## src/rtl/rocc_cmd_issuer.sv

```systemverilog
// ---------------------------------------------------------------------------
// rocc_cmd_issuer
//
// Core-side initiator for a RoCC command/response port set.
//
// Data path:
//   * A single-entry command register accepts host requests and presents
//     them to the accelerator until the command fires.
//   * A 32-entry scoreboard tracks destination registers of commands that
//     expect a response (xd=1).
//   * Each matching response becomes a registered, one-cycle writeback.
//
// Optional feature (macro ROCC_ISSUER_TIMEOUT_EN):
//   * When defined, a response watchdog raises the sticky o_timeout flag
//     after TIMEOUT_CYCLES cycles without a response while commands are
//     outstanding.
//   * When undefined, o_timeout is tied low and the port list is unchanged.
//
// Ports:
//   clock, reset                 clock, asynchronous active-high reset
//   i_req_* / o_req_ready        host request channel
//   o_cmd_* / i_cmd_ready        accelerator command channel (registered fields)
//   i_busy                       accelerator busy, feeds o_idle
//   i_resp_* / o_resp_ready      accelerator response channel
//   o_wb_valid/o_wb_rd/o_wb_data one-cycle writeback of response data
//   o_outstanding                in-flight xd=1 command count
//   o_idle                       nothing held, nothing in flight, not busy
//   o_err_unexpected, o_timeout  sticky error flags, cleared by reset only
// ---------------------------------------------------------------------------
module rocc_cmd_issuer #(
  parameter logic [6:0]  OPCODE          = 7'b0001011,
  parameter int unsigned MAX_OUTSTANDING = 4,
  parameter int unsigned TIMEOUT_CYCLES  = 1024
) (
  input  logic        clock,
  input  logic        reset,
  input  logic        i_req_valid,
  output logic        o_req_ready,
  input  logic [6:0]  i_req_funct,
  input  logic [63:0] i_req_rs1,
  input  logic [63:0] i_req_rs2,
  input  logic        i_req_xs1,
  input  logic        i_req_xs2,
  input  logic [4:0]  i_req_rd,
  input  logic        i_req_xd,
  output logic        o_cmd_valid,
  input  logic        i_cmd_ready,
  output logic [6:0]  o_cmd_bits_inst_opcode,
  output logic [6:0]  o_cmd_bits_inst_funct,
  output logic [63:0] o_cmd_bits_rs1,
  output logic [63:0] o_cmd_bits_rs2,
  output logic        o_cmd_bits_inst_xs1,
  output logic        o_cmd_bits_inst_xs2,
  output logic [4:0]  o_cmd_bits_inst_rd,
  output logic        o_cmd_bits_inst_xd,
  output logic        o_cmd_fire,
  input  logic        i_busy,
  input  logic        i_resp_valid,
  output logic        o_resp_ready,
  input  logic [4:0]  i_resp_bits_rd,
  input  logic [63:0] i_resp_bits_data,
  output logic        o_resp_fire,
  output logic        o_wb_valid,
  output logic [4:0]  o_wb_rd,
  output logic [63:0] o_wb_data,
  output logic [4:0]  o_outstanding,
  output logic        o_idle,
  output logic        o_err_unexpected,
  output logic        o_timeout
);

  localparam logic [4:0] CNT_MAX = 5'(MAX_OUTSTANDING);

  logic        cmd_valid_q, cmd_valid_d;
  logic [6:0]  funct_q;
  logic [63:0] rs1_q, rs2_q;
  logic        xs1_q, xs2_q, xd_q;
  logic [4:0]  rd_q;
  logic [31:0] pending_q, pending_d;
  logic [4:0]  count_q, count_d;
  logic        err_q, err_d;
  logic        wb_valid_q;
  logic [4:0]  wb_rd_q;
  logic [63:0] wb_data_q;

  logic hazard_s, req_ready_s, req_fire_s, cmd_fire_s, resp_fire_s, resp_hit_s;

  // Handshake decode; hazard uses registered scoreboard state only, so a
  // response clearing a bit unblocks the request one cycle later.
  always_comb begin
    hazard_s    = i_req_xd && (pending_q[i_req_rd] || (count_q == CNT_MAX));
    req_ready_s = !reset && !cmd_valid_q && !hazard_s;
    req_fire_s  = i_req_valid && req_ready_s;
    cmd_fire_s  = cmd_valid_q && i_cmd_ready;
    resp_fire_s = i_resp_valid && !reset;
    resp_hit_s  = pending_q[i_resp_bits_rd];
  end

  // Next-state for command valid, scoreboard, in-flight count and error flag.
  always_comb begin
    cmd_valid_d = cmd_valid_q;
    pending_d   = pending_q;
    count_d     = count_q;
    err_d       = err_q;
    if (req_fire_s) begin
      cmd_valid_d = 1'b1;
    end else if (cmd_fire_s) begin
      cmd_valid_d = 1'b0;
    end else begin
      cmd_valid_d = cmd_valid_q;
    end
    // Hazard guarantees the fired rd differs from any matching response rd.
    if (cmd_fire_s && xd_q) begin
      pending_d[rd_q] = 1'b1;
    end else begin
      pending_d = pending_d;
    end
    if (resp_fire_s && resp_hit_s) begin
      pending_d[i_resp_bits_rd] = 1'b0;
    end else if (resp_fire_s) begin
      err_d = 1'b1;
    end else begin
      err_d = err_q;
    end
    case ({cmd_fire_s && xd_q, resp_fire_s && resp_hit_s})
      2'b10:   count_d = count_q + 5'd1;
      2'b01:   count_d = count_q - 5'd1;
      default: count_d = count_q;
    endcase
  end

  // Command register, scoreboard, count, error flag and writeback stage.
  always_ff @(posedge clock or posedge reset) begin
    if (reset) begin
      cmd_valid_q <= 1'b0;
      funct_q     <= 7'd0;
      rs1_q       <= 64'd0;
      rs2_q       <= 64'd0;
      xs1_q       <= 1'b0;
      xs2_q       <= 1'b0;
      rd_q        <= 5'd0;
      xd_q        <= 1'b0;
      pending_q   <= 32'd0;
      count_q     <= 5'd0;
      err_q       <= 1'b0;
      wb_valid_q  <= 1'b0;
      wb_rd_q     <= 5'd0;
      wb_data_q   <= 64'd0;
    end else begin
      cmd_valid_q <= cmd_valid_d;
      pending_q   <= pending_d;
      count_q     <= count_d;
      err_q       <= err_d;
      wb_valid_q  <= resp_fire_s && resp_hit_s;
      if (req_fire_s) begin
        funct_q <= i_req_funct;
        rs1_q   <= i_req_rs1;
        rs2_q   <= i_req_rs2;
        xs1_q   <= i_req_xs1;
        xs2_q   <= i_req_xs2;
        rd_q    <= i_req_rd;
        xd_q    <= i_req_xd;
      end
      if (resp_fire_s && resp_hit_s) begin
        wb_rd_q   <= i_resp_bits_rd;
        wb_data_q <= i_resp_bits_data;
      end
    end
  end

`ifdef ROCC_ISSUER_TIMEOUT_EN
  localparam int unsigned WD_W = $clog2(TIMEOUT_CYCLES + 1);
  localparam logic [WD_W-1:0] WD_LIMIT = WD_W'(TIMEOUT_CYCLES);

  logic [WD_W-1:0] wd_q, wd_d;
  logic            timeout_q, timeout_d;

  // Watchdog: restarts on any response or when nothing is in flight,
  // saturates at the limit.
  always_comb begin
    wd_d      = wd_q;
    timeout_d = timeout_q;
    if (resp_fire_s || (count_q == 5'd0)) begin
      wd_d = '0;
    end else if (wd_q != WD_LIMIT) begin
      wd_d = wd_q + 1'b1;
    end else begin
      wd_d = wd_q;
    end
    if (wd_q == WD_LIMIT) begin
      timeout_d = 1'b1;
    end else begin
      timeout_d = timeout_q;
    end
  end

  // Watchdog state register.
  always_ff @(posedge clock or posedge reset) begin
    if (reset) begin
      wd_q      <= '0;
      timeout_q <= 1'b0;
    end else begin
      wd_q      <= wd_d;
      timeout_q <= timeout_d;
    end
  end

  assign o_timeout = timeout_q;
`else
  assign o_timeout = 1'b0;
`endif

  assign o_req_ready            = req_ready_s;
  assign o_cmd_valid            = cmd_valid_q;
  assign o_cmd_bits_inst_opcode = OPCODE;
  assign o_cmd_bits_inst_funct  = funct_q;
  assign o_cmd_bits_rs1         = rs1_q;
  assign o_cmd_bits_rs2         = rs2_q;
  assign o_cmd_bits_inst_xs1    = xs1_q;
  assign o_cmd_bits_inst_xs2    = xs2_q;
  assign o_cmd_bits_inst_rd     = rd_q;
  assign o_cmd_bits_inst_xd     = xd_q;
  assign o_cmd_fire             = cmd_fire_s;
  assign o_resp_ready           = !reset;
  assign o_resp_fire            = resp_fire_s;
  assign o_wb_valid             = wb_valid_q;
  assign o_wb_rd                = wb_rd_q;
  assign o_wb_data              = wb_data_q;
  assign o_outstanding          = count_q;
  assign o_idle                 = !cmd_valid_q && (count_q == 5'd0) && !i_busy;
  assign o_err_unexpected       = err_q;

endmodule

```

## config.mk

```make
export PLATFORM = sky130hd
export DESIGN_NAME = rocc_cmd_issuer
export DESIGN_NICKNAME = d
export VERILOG_FILES = /design/src/rtl/rocc_cmd_issuer.sv
export SDC_FILE = /design/constraint.sdc
export NUM_CORES = 1
export LEC_CHECK = 0
export BUFFER_PORTS_ARGS = -buffer_cell sky130_fd_sc_hd__buf_2
export CELL_PAD_IN_SITES_DETAIL_PLACEMENT = 0
export CELL_PAD_IN_SITES_GLOBAL_PLACEMENT = 2
export CORE_AREA = 2 2 275 196
export CTS_BUF_LIST = sky130_fd_sc_hd__clkbuf_8
export DETAILED_ROUTE_END_ITERATION = 10
export DIE_AREA = 0 0 277 198
export GPL_TIMING_DRIVEN = 0
export PLACE_DENSITY_LB_ADDON = 0.1
export SLEW_MARGIN = 20
export SYNTH_ARGS = -nofsm -noshare
export SYNTH_HDL_FRONTEND = slang
export SYNTH_SLANG_ARGS = --single-unit
```

## constraint.sdc

```tcl
create_clock -name clock -period 8.56 [get_ports clock]
set_input_delay 1.284 -clock clock [delete_from_list [all_inputs] [get_ports clock]]
set_output_delay 1.284 -clock clock [all_outputs]
set_load 0.005 [all_outputs]
```

==> impl_metrics.csv <==
group,metric,value,unit
synthesis,synth.avg_cell_area,10.1,µm²
cts,cts_hold_buf,0,
sta,drv_slew,0,
synthesis,ys_ff_latch,252,
route,ant_nets,0,
cts,cts_resized,0,
global_route,grt_overflow,0,
placed_design,port_buffers,438,
sta,period_needed,5220,ps
synthesis,yosysSeqAreaShare,40.6,%
synthesis,yosys-top-cells-area,"dfrtp_1 41%, a221oi_2 7.7%, nor3b_1 7.1%",
cts,numCtsBuffers,48,
cells_and_area,nets,2266,
synthesis,synth_top_family_by_area,"compound AO/OA/AOI/OAI gates",
cells_and_area,multi_input_area,8380,µm²
synthesis,yosysWarnings,0,
synthesis,synth-compound-area-share,25.8,%
route,wl_met2,28900,µm
sta,grt_setup_unrepaired,"false",
power_and_ir_drop,p_total,6.27,mW
synthesis,yosys.area_share.adder,0.242,%
synthesis,synth_top_cells_by_count,"252 x dfrtp_1, 147 x nor3b_1, 143 x nand3_1, 142 x and2_1, 142 x clkbuf_1",
cts,clkTransAtPathRegs,60,ps
global_route,grt_use_total,23.5,%
cells_and_area,fill_cells,5406,
setup_path,worst_path_most_repeated_cell,"buf_2",
synthesis,synth_edf_count,0,
sta,relSlewSlack,38.6,%
sta,layout_setup_ws,3340,ps
placed_design,place.gp.congestion,0.807,
die,io_pins,451,
setup_path,start_kind,"input port",
setup_path,crit_slowest_cell,"mux4_2",
placed_design,hpwl,46800,µm
route,drt_first_pass_iters,5,
global_route,grt_pass1_vias,15489,
cts,post_cts_buffers,0,
global_route,grt_pass1_wl,99000,µm
setup_path,cpPeakStageDelay,550,ps
route,via_per_inst,5.56,
die,fp.dieH,198,µm
route,drt_wl_total,66100,µm
power_and_ir_drop,power.density,318,nW/µm²
die,dieWidth,277,µm
route,met3_length,4440,µm
sta,worst_clock_skew,24.3,ps
cells_and_area,drive_above_1_share,35.4,%
flow_run,maxCapViolCount,0,
synthesis,yosys.area_share.simple,19.3,%
setup_path,crit_buf_inv,3,
route,drc,0,
setup_path,cp.arrival,3930,ps
placed_design,place_ws,3310,ps
synthesis,ys_types,54,
sta,fmax,0.192,GHz
cts,cts_buffer_depth,3,
synthesis,ys.flop_type,"dfrtp_1",
die,dieArea,54800,µm²
cts,tritoncts,"yes",
cts,cts-root-buf,"clkbuf_8",
synthesis,yosysTopAreaCell,"dfrtp_1",
outcome,status,"complete, no violations",
cells_and_area,post-route-util,37.6,%
die,initial_core_util,29.5,%
cts,clk_latency,630,ps
route,top_layer_used,"met5",
cts,htreeDepth,2,
die,rows,71,
global_route,grt_max_degree,33,
setup_path,path_class,"input port to output port",
synthesis,synth_xor_area_share,0.339,%
route,met1Wirelength,31300,µm
synthesis,muxShareOfSynthArea,7.94,%
route,post_drt_wl_per_cell,23.9,µm
die,core-area,52600,µm²
sta,final.period_utilization,60.9,%
sta,tightest_slew,912,ps
route,vias,15390,
global_route,antenna_found_initial,11,
synthesis,synth_area,15500,µm²
setup_path,crit_family,"multiplexers",
setup_path,path_cells,"buf_2 -> mux4_2 -> mux2i_1 -> o2bb2ai_2 -> clkbuf_1 -> o31a_1 -> nor3_2 -> buf_2",
synthesis,synth_most_common_cell,"dfrtp_1",
synthesis,async_reset_ff_share,100,%
synthesis,synth_cells,1540,
power_and_ir_drop,cellLeakagePower,7.94,nW
cells_and_area,regArea,6310,µm²
setup_path,critPathRequiredTime,7280,ps
cts,cts.sinks,252,
setup_path,end_kind,"output port",
route,drt-initial-drc-count,1100,
synthesis,synth_top_cell_area_share,40.6,%
sta,hold_violations,0,
sta,finalSetupViolCount,0,
setup_path,crit_fanout,10,
min_path,holdCritPathClass,"register to register",
sta,setup_tns,0,ps
cells_and_area,area_growth,27.3,%
power_and_ir_drop,vdd.ir_drop.worst,108,µV
-- logic make-up (layout without fill, tap and decap cells) --
group	count (synthesis)	after routing
simple gates	479	479
compound gates	510	510
flops	252	252
buf+inv	194	722
xor+xnor	6	6
other cells	2	11
mux	94	94
fa+ha+maj	3	3
-- layout make-up --
class | count | share of cell area, %
diodes | 3 | 0.0380
plain buffers | 189 | 4.36
clock buffers | 59 | 4.11
clock inverters | 20 | 0.469
inverters | 5 | 0.114
multi-input cells | 1100 | 42.4
flip-flops and latches | 252 | 31.9
well taps | 693 | 4.39
repair buffers | 449 | 12.2
-- state kept, by name (all words and copies together) (netlist names), 5 cells and up --
signal                 cells
o_cmd_bits_inst_funct      7
pending_q                 32
o_cmd_bits_rs2            64
o_cmd_bits_rs1            64
o_outstanding              5
o_cmd_bits_inst_rd         5
o_wb_rd                    5
o_wb_data                 64
-- cells in the final DEF (no fill, tap or decap), types with 61 or more instances in the layout --
cell type / n
nor3b_1: 147
a221oi_2: 80
a21oi_1: 65
and2_1: 142
clkbuf_1: 141
mux2_2: 73
a221oi_1: 61
o21ai_0: 141
o211ai_1: 140
nand3_1: 143
dfrtp_1: 252
buf_2: 457
-- layer usage --
| layer | GRT usage [%] | vias to the layer above |
|---|---|---|
| li1 | - | 6954 |
| met3 | 5.51 | 90 |
| met4 | 6.42 | 10 |
| met5 | 0 | - |
| met2 | 34.8 | 536 |
| met1 | 34.0 | 7800 |
-- final timing paths --
| path | from | slack (ps) | end | depth (start not counted) |
|---|---|---|---|---|
| worst min-delay path | o_err_unexpected$_DFFE_PP0P_ | 490 | o_err_unexpected$_DFFE_PP0P_ | 1 |
| max in group asynchronous | reset | 6850 | o_cmd_bits_rs2[50]$_DFFE_PP0P_ | 5 |
| worst max register to register | pending_q[28]$_DFF_PP0_ | 5020 | o_outstanding[4]$_DFFE_PP0P_ | 14 |
| worst min register to register | o_err_unexpected$_DFFE_PP0P_ | 490 | o_err_unexpected$_DFFE_PP0P_ | 1 |
| min in group asynchronous | reset | 720 | pending_q[28]$_DFF_PP0_ | 2 |
| worst max-delay path | i_req_rd[4] | 3340 | o_req_ready | 8 |
-- stage by stage --
stage / area (µm²) / cells / hold slack, ps
after floorplan: 15500 / 1546 / 468
after detailed placement: 18800 / 2688 / 488
after global routing: 19700 / 2767 / 509
final: 19800 / 2770 / 494
after CTS: 19700 / 2767 / 502
after global placement: 18600 / 2677 / 458
-- power breakdown --
group / internal [mW] / switching (mW)
clock: 0.616 / 0.578
combinational: 1.32 / 1.54
sequential: 1.76 / 0.467
(Power assumes the default switching activity.)
